[config.mk]
export PLATFORM = sky130hd
export DESIGN_NAME = char_rom_arbiter
export DESIGN_NICKNAME = d
export VERILOG_FILES = /design/src/rtl/char_rom_arbiter.sv
export SDC_FILE = /design/constraint.sdc
export NUM_CORES = 1
export LEC_CHECK = 0
export CAP_MARGIN = 25
export CORE_MARGIN = 2
export CORE_UTILIZATION = 27
export DETAILED_ROUTE_END_ITERATION = 10
export GPL_TIMING_DRIVEN = 0
export PLACE_DENSITY_LB_ADDON = 0.1
export SLEW_MARGIN = 20
export SYNTH_ARGS = -nofsm -noshare
export SYNTH_HDL_FRONTEND = slang
export SYNTH_SLANG_ARGS = --single-unit
[constraint.sdc]
create_clock -name clk -period 1.7 [get_ports clk]
set_clock_uncertainty 0.2 [all_clocks]
set_input_delay 0.425 -clock clk [delete_from_list [all_inputs] [get_ports clk]]
set_output_delay 0.425 -clock clk [all_outputs]
set_load 0.01 [all_outputs]
[src/rtl/char_rom_arbiter.sv]
// Round-robin arbiter sharing one character ROM among N_REQ requesters.
// A tag pipeline follows each lookup so the response returns to its owner.
module char_rom_arbiter #(
  parameter int N_REQ       = 3,
  parameter int ROM_LATENCY = 1
) (
  input  logic                  clk,
  input  logic                  rst_n,
  input  logic [N_REQ-1:0]      req,
  input  logic [N_REQ*12-1:0]   addr,
  output logic [N_REQ-1:0]      gnt,
  output logic [N_REQ-1:0]      rsp_valid,
  output logic [6:0]            rsp_data,
  output logic [11:0]           rom_char_xy,
  input  logic [6:0]            rom_char_code,
  output logic                  busy
);
  localparam int IW    = $clog2(N_REQ);
  localparam int DEPTH = ROM_LATENCY + 1;

  logic [N_REQ-1:0]            gnt_q, gnt_d;
  logic [11:0]                 xy_q, xy_d;
  logic [IW-1:0]               last_q, last_d;
  logic [DEPTH-1:0]            tagValid_q, tagValid_d;
  logic [DEPTH-1:0][IW-1:0]    tagIdx_q, tagIdx_d;
  logic [N_REQ-1:0]            rspValid_q, rspValid_d;
  logic [6:0]                  rspData_q, rspData_d;
  logic                        busy_q, busy_d;

  logic [N_REQ-1:0]            eligible;
  logic                        hiFound, loFound, found;
  logic [IW-1:0]               hiIdx, loIdx, winner;

  // Lowest eligible index above the last winner wins; otherwise wrap to the
  // lowest eligible index at or below it. Requesters granted now are masked.
  always_comb begin
    eligible = req & ~gnt_q;
    hiFound  = 1'b0;
    loFound  = 1'b0;
    hiIdx    = '0;
    loIdx    = '0;
    for (int i = N_REQ - 1; i >= 0; i--) begin
      if (eligible[i]) begin
        if (i > int'(last_q)) begin
          hiFound = 1'b1;
          hiIdx   = IW'(i);
        end else begin
          loFound = 1'b1;
          loIdx   = IW'(i);
        end
      end
    end
    found  = hiFound | loFound;
    winner = hiFound ? hiIdx : loIdx;
  end

  always_comb begin
    gnt_d      = '0;
    xy_d       = xy_q;
    last_d     = last_q;
    tagValid_d = {tagValid_q[DEPTH-2:0], found};
    tagIdx_d   = {tagIdx_q[DEPTH-2:0], winner};
    busy_d     = |tagValid_d;
    rspValid_d = '0;
    rspData_d  = rspData_q;
    for (int i = 0; i < N_REQ; i++) begin
      if (found && (winner == IW'(i))) begin
        gnt_d[i] = 1'b1;
        xy_d     = addr[12*i +: 12];
      end
    end
    if (found) begin
      last_d = winner;
    end
    // The oldest tag lines up with the ROM output for its address.
    if (tagValid_q[DEPTH-1]) begin
      rspData_d = rom_char_code;
      for (int i = 0; i < N_REQ; i++) begin
        if (tagIdx_q[DEPTH-1] == IW'(i)) begin
          rspValid_d[i] = 1'b1;
        end
      end
    end
  end

  always_ff @(posedge clk or negedge rst_n) begin
    if (!rst_n) begin
      gnt_q      <= '0;
      xy_q       <= '0;
      last_q     <= IW'(N_REQ - 1);
      tagValid_q <= '0;
      tagIdx_q   <= '0;
      rspValid_q <= '0;
      rspData_q  <= '0;
      busy_q     <= 1'b0;
    end else begin
      gnt_q      <= gnt_d;
      xy_q       <= xy_d;
      last_q     <= last_d;
      tagValid_q <= tagValid_d;
      tagIdx_q   <= tagIdx_d;
      rspValid_q <= rspValid_d;
      rspData_q  <= rspData_d;
      busy_q     <= busy_d;
    end
  end

  assign gnt         = gnt_q;
  assign rom_char_xy = xy_q;
  assign rsp_valid   = rspValid_q;
  assign rsp_data    = rspData_q;
  assign busy        = busy_q;

endmodule

After elaboration in Yosys (flattened, before gate mapping)
Index checks and enable logic that the tools add are counted.

word-level totals
  output and inout port bits = 26
  bits in read-only memories = 0
  bits in registers = 34
  memories kept = 0
  logic and storage cells = 54
  memory bits (writable) = 0
  input port bits = 48
  bits in latches = 0

operators by class
  shift operators = 0
  reductions and logical operators = 7
  muxes and demuxes = 29
  equal/unequal tests = 4
  magnitude comparators = 2
  bitwise operators = 3
  multipliers = 0
  add/sub/neg operators = 0
  div/mod/pow operators = 0

operators by type and width
  operator              count
  $mux W12              3
  $mux W2               10
  $mux W1               15
  $eq A2 B1 Y1 const B  2
  $eq A2 B2 Y1 const B  2
  $logic_not A2 Y1      2
  $and A3 B3 Y3         1
  $logic_and A1 B1 Y1   3
  $mux W3               1
  $not A3 Y3            1
  $reduce_bool A3 Y1    1
  $gt A1 B2 Y1 const A  1
  $gt A2 B2 Y1 const A  1
  $reduce_or A2 Y1      1
  $or A1 B1 Y1          1

Logic depth before layout (Yosys ltp)
  depth after elaboration = 12
  depth in mapped cells = 6
  depth with buffers taken out = 4

Worst setup path before layout
Ideal clock, no wire load.

  path type = register to register
  start = reg gnt_q[2] (netlist: gnt[2])
  end = reg xy_q[10] (netlist: rom_char_xy[10])
  buffers on the path = 2
  arrival time = 1588 ps
  cell stages (with the launch flop) = 7
  setup slack = -214 ps
  path through = dfrtp_1 or3b_1 buf_6 a31o_4 buf_6 a211oi_1 o21ai_1

RTL lines
  item                      RTL line  RTL
  start: declaration        21        logic [N_REQ-1:0] gnt_q, gnt_d;
  start signal: assignment  97        gnt_q <= gnt_d;
  end signal: assignment    98        xy_q <= xy_d;
  end: declaration          22        logic [11:0] xy_q, xy_d;

Worst setup path in the final report
  start = reg last_q[0]
  end = reg xy_q[3] (netlist: rom_char_xy[3])

between the ends
  longest elaborated chain between the ends = 11
  elaborated cells between the ends (all ways) = 31
  classes of those cells = order compare (2); eq/ne (2); mux (21); bitwise (1); reduce/logical (5)

ends and longest elaborated chain
  item                      RTL line  RTL
  start: declaration        23        logic [IW-1:0] last_q, last_d;
  start signal: assignment  90        last_q <= IW'(N_REQ - 1);
  start signal: assignment  99        last_q <= last_d;
  $gt A2 B2 Y1              44        if (i > int'(last_q)) begin
  $mux W2                   44
  $mux W2                   43        if (eligible[i]) begin
  $mux W2                   44
  $mux W2 (2 in series)     43
  $mux W2                   54        winner = hiFound ? hiIdx : loIdx;
  $eq A2 B1 Y1              67        if (found && (winner == IW'(i))) begin
  $logic_and A1 B1 Y1       67
  $mux W12 (2 in series)    67

Parallel ways exist; a longest one is shown, timed or not.
A chain may end at the register's enable or synchronous reset.

==> impl_results.md <==
- CP max FO: 5
- Total number of yosys warnings: 0
- First-pass DRT Iterations: 4
- Worst slew slack as a fraction of its limit: 0.685
- Measured slew at the worst slew-check pin: ~470 ps
- Power Dens Cells: around 1600 mW/mm^2
- Leading register cell type out of synthesis: sky130_fd_sc_hd__dfrtp_1
- Most frequent cells in the layout: 43 x sky130_fd_sc_hd__clkdlybuf4s50_1, 32 x sky130_fd_sc_hd__dfrtp_1, 27 x sky130_fd_sc_hd__dlygate4sd2_1, 19 x sky130_fd_sc_hd__buf_4, 13 x sky130_fd_sc_hd__inv_1
- Overall die width: 82.6 um
- Worst hold slack after final layout: around 160 ps
- Top achievable clock speed: approximately 530 MHz
- Main area contributors after synthesis: sky130_fd_sc_hd__dfrtp_1 49%, sky130_fd_sc_hd__a311oi_1 6.3%, sky130_fd_sc_hd__a211oi_1 5.4%
- Final layout net count: around 300
- Failing checks: negative setup slack
- Starting density of the core: 0.280
- Critical Path Source Type: flip-flop
- Ordered list of cells on the worst path: or3b_4 > buf_6 > a22oi_2 > clkbuf_8 > a21oi_1 > o21ai_1
- Proportion of register bits with asynchronous set or reset after synthesis: 1.00
- Worst IR Drop VDD: 680 uV
- Weighted congestion at the end of routability-driven global placement: 0.793
- Sequential cell area: between 800 and 900 um^2
- Number of enable-type register cells in the synthesized netlist: 0
- Clock insertion delay at the later pin of the skew report: between 200 and 300 ps
- Setup repair after global routing missed its margin: yes
- Most common library cell in the layout ignoring fill and taps: sky130_fd_sc_hd__clkdlybuf4s50_1
- Die footprint: 0.00683 mm^2
- Number of antenna violations at the first check in global routing: 0
- Total of buffers placed on input and output ports: 73
- Library cell used as clock root buffer: sky130_fd_sc_hd__clkbuf_8
- Slowest-stage cell, CP: sky130_fd_sc_hd__dfrtp_1
- Endpoint kind of the worst setup timing path: flip-flop
- Cell taking the most area after synthesis: sky130_fd_sc_hd__dfrtp_1
- Average wire per standard cell: between 15 and 20 um
- # IOs: 74
- Unique masters post-synth: 28
- Worst Path Arrival: approximately 1900 ps
- Overall power: between 0.004 and 0.005 W
- Worst reg2reg path startpoint: last_q[0]$_DFFE_PN0P_
- Post-route clock period utilization: 1.10
- Chip Height: between 80 and 90 um
- Routed Antenna Nets: 0
- Drc violations: 0
- Reg-to-Reg End: rom_char_xy[3]$_DFFE_PN0P_
- Clock tree from TritonCTS: built
- #FFs+latches synth: 34
- Wire length of the first global-routing pass: around 7700 um
- Area used by multi-input combinational logic: a little under 800 um^2
- Signed area change from the synthesized netlist to the final layout: 78.3%
- Required time reported for the critical path endpoint: roughly 1700 ps
- Start point of the critical path: last_q[0]$_DFFE_PN0P_
- Post-layout minimum cycle time: between 1500 and 2000 ps
- Maximum Capacitance Violations: 0
- Vias per std cell: around 4.7
- H-tree depth: 2
- Minimum setup slack among reg-to-reg paths: -180 ps
- Core area: roughly 0.0060 mm^2
- Total standard cell area after synthesis: 0.00167 mm^2
- GR Overflow Total: 0
- Post-CTS clock slew at the launch and capture registers of the worst setup and hold paths: 70 ps
- Total number of vias: around 1,500
- Area share of the largest cell type after synthesis: 0.495
- Num rows: 28
- Portion of the post-synthesis area used by sequential elements: 0.510
- Count of pins over their slew limit: 0
- Hold violation total from the final report: 0
- Layout filler cell count: 578
- Synth Instances: about 150
- Setup crit end: rom_char_xy[3]$_DFFE_PN0P_
- Final wirelength: 5040 um
- Setup slack of the critical path after layout: -176 ps
- Total track usage: 0.154
- Via count of the first global-routing pass: 1,583
- Crit Path Category: reg -> reg
- Pin count of the biggest net entering global routing: 32
- Number of diodes: 0
- Layout cells sized above 1: 0.352
- Leakage power: 1.31 nW
- Hold crit path type: reg -> reg
- Sink Count: 34
- Slowest cell delay on critical path: roughly 420 ps
- Pre-CTS setup slack: -767 ps
- Average cell area after synthesis: approximately 11 um^2
- Number of design-rule violations left by the first detailed-router iteration: 29
- Nets in the synthesized netlist: roughly 200
- TritonCTS Buffers: 5
- Detailed placer's ending HPWL: roughly 3300 um
- Total setup violations reported at the end of the flow: 14
- Maximum count of clock buffers along a single path: 2
- Status: finished, violations left
- Number of cells traversed by the worst register-to-register path: 6
==> how the worst min path moves through the flow <==
stage	start	endpoint	slack, ps	depth (start not counted)
2_1_floorplan	rst_n	busy$_DFF_PN0_	-70	0
3_3_place_gp	tagIdx_d[3]$_DFF_PN0_	tagIdx_q[3]$_DFF_PN0_	130	0
3_5_place_dp	rst_n	rom_char_xy[1]$_DFFE_PN0P_	50	1
4_1_cts	tagIdx_d[3]$_DFF_PN0_	tagIdx_q[3]$_DFF_PN0_	160	0
5_1_grt	tagIdx_d[3]$_DFF_PN0_	tagIdx_q[3]$_DFF_PN0_	160	0
6_report	tagIdx_d[3]$_DFF_PN0_	tagIdx_q[3]$_DFF_PN0_	160	0
==> timing repair <==
item,CTS,global route
pin swaps,11,20
setup endpoints to repair,46,14
gates cloned,3,1
hold endpoints to repair,33,0
setup buffers,16,6
hold buffers,1,0
gates resized for setup,53,11
==> sequential cells by signal (all words and copies together), names as in the netlist <==
name / flops
rsp_valid: 3
rom_char_xy: 12
last_q: 2
tagIdx_d: 2
tagIdx_q: 2
gnt: 3
busy: 1
tagValid_q: 2
rsp_data: 7
==> stage by stage <==
| step | TNS, ps | util | cell area, um^2 | instances |
|---|---|---|---|---|
| 4_1_cts | -2370 | 0.485 | 2890 | 322 |
| 3_3_place_gp | -38290 | 0.429 | 2560 | 295 |
| 2_1_floorplan | -1950 | - | 1730 | 147 |
| 6_report | -1800 | 0.500 | 2980 | 328 |
| 5_1_grt | -2670 | 0.500 | 2980 | 328 |
| 3_5_place_dp | -12800 | 0.432 | 2570 | 296 |
==> synth_stat cells, types with 2 or more instances <==
cell and instances:
sky130_fd_sc_hd__inv_1 13, sky130_fd_sc_hd__a311oi_1 12, sky130_fd_sc_hd__mux2_2 7, sky130_fd_sc_hd__clkbuf_8 6, sky130_fd_sc_hd__nand2_1 12, sky130_fd_sc_hd__a211oi_1 12
sky130_fd_sc_hd__and3b_1 2, sky130_fd_sc_hd__o21ai_0 4, sky130_fd_sc_hd__dfrtp_1 33, sky130_fd_sc_hd__a32o_1 3, sky130_fd_sc_hd__or3b_1 2, sky130_fd_sc_hd__nor2b_1 2
sky130_fd_sc_hd__buf_6 3, sky130_fd_sc_hd__a21oi_1 12, sky130_fd_sc_hd__nand2b_1 2, sky130_fd_sc_hd__nor3b_1 3, sky130_fd_sc_hd__o21ai_1 8
==> critical path, delay by kind of cell (launching register included) <==
family	cells	cell delay (ps)
AO/OA/AOI/OAI	3	410
AND/OR/NAND/NOR	1	420
buffers and inverters	2	350
flip-flops	1	420
==> kinds of logic after synthesis <==
family | count (synthesis) | share of synthesized area
compound gates | 55 | 0.232
buf+inv | 25 | 0.109
flops | 34 | 0.510
mux | 7 | 0.0472
simple gates | 26 | 0.101
==> layout make-up <==
type,count,share of cell area
Clock buffer,5,0.0231
Tap cell,75,0.0315
Clock inverter,2,0.00336
Multi-Input combinational cell,88,0.264
Timing Repair Buffer,101,0.335
Sequential cell,34,0.287
Buffer,10,0.0399
Inverter,13,0.0164
==> power by group <==
group | total (W) | switching (W) | internal [W]
clock network | 0.000562 | 0.000287 | 0.000275
logic | 0.00279 | 0.00125 | 0.00154
registers | 0.00135 | 0.000177 | 0.00117
==> layer usage <==
metal	vias up	wire, um	GRT usage	part of all wire
met4	0	45	0.0377	0.0089
met1	734	2130	0.179	0.42
met5	-	0	0	0
met3	5	266	0.0446	0.053
li1	749	-	-	-
met2	45	2600	0.279	0.52
(Power assumes the default switching activity.)
